<file path="src/rtl/sync_ram_sp.sv">
// Single-port synchronous RAM with independent write and read enables.
// Latency: read data registered, valid 1 cycle after the rd_en sampling edge.
// Backpressure: none; every enabled access completes on the sampling edge.
//
// Ports:
//   clk        rising-edge clock
//   reset      asynchronous active-high reset; clears array and rdata to RESET_VALUE
//   addr       word address shared by read and write
//   wr_en      write enable, mem[addr] <= wdata
//   rd_en      read enable, rdata <= mem[addr] (read-before-write on collision)
//   wdata      write data
//   rdata      registered read data, holds when rd_en is low
//   parity_err (only with SYNC_RAM_PARITY_EN) registered parity mismatch of last read
//
// Optional feature macro: SYNC_RAM_PARITY_EN adds one even-parity bit per word
// and the parity_err output.
module sync_ram_sp #(
    parameter int                    ADDR_WIDTH  = 2,
    parameter int                    DATA_WIDTH  = 8,
    parameter logic [DATA_WIDTH-1:0] RESET_VALUE = '0
) (
    input  logic                  clk,
    input  logic                  reset,
    input  logic [ADDR_WIDTH-1:0] addr,
    input  logic                  wr_en,
    input  logic                  rd_en,
    input  logic [DATA_WIDTH-1:0] wdata,
`ifdef SYNC_RAM_PARITY_EN
    output logic [DATA_WIDTH-1:0] rdata,
    output logic                  parity_err
`else
    output logic [DATA_WIDTH-1:0] rdata
`endif
);

    localparam int DEPTH = 1 << ADDR_WIDTH;

    logic [DATA_WIDTH-1:0] mem_q [DEPTH];
    logic [DATA_WIDTH-1:0] rdata_q;
    logic [DATA_WIDTH-1:0] rdata_d;

    // Reading mem_q before the write lands gives read-before-write on a
    // same-address collision without any bypass logic.
    always_comb begin
        rdata_d = rdata_q;
        if (rd_en) begin
            rdata_d = mem_q[addr];
        end
    end

    // Storage is plain flops so the whole array can be cleared asynchronously.
    always_ff @(posedge clk or posedge reset) begin
        if (reset) begin
            for (int i = 0; i < DEPTH; i++) begin
                mem_q[i] <= RESET_VALUE;
            end
            rdata_q <= RESET_VALUE;
        end else begin
            rdata_q <= rdata_d;
            if (wr_en) begin
                mem_q[addr] <= wdata;
            end
        end
    end

    assign rdata = rdata_q;

`ifdef SYNC_RAM_PARITY_EN
    logic par_q [DEPTH];
    logic parity_err_q;
    logic parity_err_d;

    // Stored bit is the XOR of the data, so data plus parity has even weight;
    // any single-bit upset in either makes the two disagree.
    always_comb begin
        parity_err_d = parity_err_q;
        if (rd_en) begin
            parity_err_d = (par_q[addr] != (^mem_q[addr]));
        end
    end

    always_ff @(posedge clk or posedge reset) begin
        if (reset) begin
            for (int i = 0; i < DEPTH; i++) begin
                par_q[i] <= ^RESET_VALUE;
            end
            parity_err_q <= 1'b0;
        end else begin
            parity_err_q <= parity_err_d;
            if (wr_en) begin
                par_q[addr] <= ^wdata;
            end
        end
    end

    assign parity_err = parity_err_q;
`endif

endmodule

</file>
<file path="config.mk">
export PLATFORM = sky130hd
export DESIGN_NAME = sync_ram_sp
export DESIGN_NICKNAME = d
export VERILOG_FILES = /design/src/rtl/sync_ram_sp.sv
export SDC_FILE = /design/constraint.sdc
export NUM_CORES = 1
export LEC_CHECK = 0
export ABC_AREA = 1
export CAP_MARGIN = 30
export CORE_MARGIN = 4
export CORE_UTILIZATION = 48
export CTS_CLUSTER_SIZE = 20
export DETAILED_ROUTE_END_ITERATION = 6
export GPL_ROUTABILITY_DRIVEN = 0
export GPL_TIMING_DRIVEN = 1
export PLACE_DENSITY = 0.69
export SYNTH_ARGS = -nofsm -noshare
export SYNTH_HDL_FRONTEND = slang
export SYNTH_SLANG_ARGS = --single-unit
</file>
<file path="constraint.sdc">
create_clock -name clk -period 1.6 [get_ports clk]
set_input_delay 0.4 -clock clk [delete_from_list [all_inputs] [get_ports clk]]
set_output_delay 0.4 -clock clk [all_outputs]
set_load 0.1 [all_outputs]
</file>
==> results.py <==
metrics = {
    "status": {
        "status": "finished, final reports clean",
    },
    "final_layout": {
        "fin_area_mm2": 0.00245,
        "syn_to_final_growth_pct": 24.4,
        "antenna_cells": 0,
        "drive_above_1_share_pct": 26.5,
        "nets": 270,
    },
    "sta": {
        "fin_crit_ns": 1.47,
        "skew_ns": 0.00477,
        "drv_slew": 0,
        "fmax_mhz": 679,
        "max-slew-margin-rel_pct": 81.4,
        "hold_viol_final": 0,
        "setup_viol": 0,
        "layout_setup_ws_ns": 0.126,
        "finalCritPeriodShare_pct": 92.1,
        "setup_tns_ns": 0,
        "rsz0062_at_grt": "no",
        "worstMarginPinSlew_ns": 0.278,
    },
    "global_route": {
        "grt_pass1_wl_mm": 6.67,
        "grt_max_degree": 41,
        "grt_usage_pct": 16.6,
        "grt_pass1_vias": 1462,
        "antenna_found_initial": 0,
        "grt_overflow": 0,
    },
    "synth": {
        "synthDistinctLibCells": 12,
        "synth-seq-cells": 40,
        "syn_area_per_cell_um2": 8.74,
        "syn_inst": 225,
        "syn-cell-area_mm2": 0.00197,
        "synthesis.nets": 239,
        "seq_area_frac_synth_pct": 50.9,
        "yosysWarnings": 0,
    },
    "clock_network": {
        "cts_max_level": 2,
        "cts_tree": "yes",
        "insertion_delay_ns": 0.29,
        "clk_pin_slew_ns": 0.07,
        "cts_root_buf": "clkbuf_8",
        "numCtsBuffers": 5,
        "postCtsSetupRepairBufs": 0,
        "postCtsHoldBufs": 0,
        "cts.sinks": 40,
        "max-clock-path-buffers": 2,
        "cts_resized": 0,
    },
    "detailed_routing": {
        "viasPerCell": 4.79,
        "vias": 1469,
        "wl_met3_um": 171,
        "first_pass_iters": 4,
        "wl_per_cell_um": 12.3,
        "route.antenna.remaining_nets": 0,
        "wl_met2_mm": 1.73,
        "drc_errors": 0,
        "drt_iter0_drc": 90,
        "met1Wirelength_mm": 1.77,
        "drt_wl_total_mm": 3.78,
        "maxUsedRoutingLayer": "met4",
    },
    "pwr": {
        "ir_drop_mv": 0.477,
        "p_per_area_mw_per_mm2": 1150,
        "p_leak_nw": 1.25,
    },
    "critical_path": {
        "crit_fanout": 18,
        "startpoint": "addr[0]",
        "reg2reg_from": "mem_q[13]",
        "startpoint_type": "input pin",
        "worstPathCellList": "clkdlybuf4s50_1 > inv_4 > nand3_4 > nand2_1 > o21ai_2",
        "cp-end-kind": "register",
        "cp_slowest_cell": "clkdlybuf4s50_1",
        "cp_num_buf_inv": 2,
        "cpPeakStageDelay_ns": 0.54,
        "path_class": "in -> reg",
        "critPathTopFamily": "buffers and inverters",
        "rrSetupSlack_ns": 0.76,
        "worstPathArrival_ns": 1.65,
        "worstPathRequired_ns": 1.78,
    },
    "floorplan": {
        "fp-row-count": 23,
        "core_mm2": 0.00397,
        "fp.dieW_um": 72.0,
        "io_pins": 22,
        "initial_core_util_pct": 49.5,
        "die_y_um": 72.0,
        "die_area_mm2": 0.00519,
    },
    "placed_design": {
        "dpl.hpwl_mm": 2.60,
        "place_area_mm2": 0.00236,
        "io_buffers": 21,
        "pre_cts_ws_ns": -0.188,
    },
    "worst_hold_path": {
        "hold_class": "in -> async",
    },
    "flow_run": {
        "max-cap-violations": 0,
    },
}
[cells in the final DEF (no fill, tap or decap)]
cell type | Yosys | routed
buf_12 | 0 | 10
buf_4 | 1 | 10
clkbuf_1 | 1 | 2
clkbuf_8 | 0 | 6
clkdlybuf4s50_1 | 0 | 13
dfrtp_1 | 40 | 40
inv_1 | 10 | 10
inv_2 | 1 | 1
inv_4 | 1 | 1
nand2_1 | 124 | 124
nand2_2 | 4 | 4
nand3_4 | 4 | 4
o21ai_2 | 32 | 32
[cell families after synthesis]
group,Yosys count,share of synthesized area (%)
flops,40,50.9
compound gates,32,14.2
buf+inv,21,6.36
simple gates,132,28.5
[layer usage]
layer / vias to the layer above / GRT usage (%)
li1: 766 / -
met3: 11 / 4.16
met2: 35 / 25.6
met4: 0 / 8.35
met1: 657 / 21.7
met5: - / 0
[worst reg2reg max path, stage by stage (launching register included)]
cell	delay (ns)
dfrtp_1	0.39
nand2_1	0.07
nand2_1	0.05
nand2_1	0.05
nand2_1	0.07
nand2_1	0.07
nand2_1	0.04
[layout make-up]
class                      count  area, um^2
clock buffer                   8        90.1
fill                         352        1520
inverter                      12        47.5
multi-input combinational    164         841
sequential                    40        1000
tap                           50        62.6
timing repair buffer          33         405
[flip-flops by register name (all words and copies together) (netlist names)]
signal	flops
mem_q	32
rdata	8
[synthesized netlist by cell type]
library cell	instances	area, um^2
buf_2	2	10.0
buf_4	1	7.51
buf_6	5	56.3
clkbuf_1	1	3.75
dfrtp_1	40	1000
inv_1	10	37.5
inv_2	1	3.75
inv_4	1	6.26
nand2_1	124	465
nand2_2	4	25.0
nand3_4	4	70.1
o21ai_2	32	280
[final timing paths]
| path | end | depth (start not counted) |
|---|---|---|
| setup reg to reg | rdata[5] | 6 |
| max in group asynchronous | mem_q[3] | 3 |
| hold / removal | mem_q[15] | 3 |
| hold reg to reg | mem_q[29] | 2 |
| min in group clk | mem_q[29] | 2 |
| setup / recovery | mem_q[31] | 5 |
[report_power, final]
group	internal [mW]	switching, mW
clock	0.352	0.337
combinational	0.331	0.522
sequential	1.17	0.105
total	1.86	0.964
[through the flow]
stage | util [%] | power, mW | hold slack (ns) | std cells
6_report | 61.6 | 2.82 | 0.460 | 307
5_1_grt | 61.6 | 2.97 | 0.484 | 307
3_5_place_dp | 59.4 | 2.15 | 0.467 | 299
4_1_cts | 61.6 | 2.85 | 0.465 | 307
2_1_floorplan | - | 1.86 | 0.455 | 225
3_3_place_gp | 59.4 | 2.14 | 0.466 | 299
Note: power is estimated with default switching activity, not from simulation.
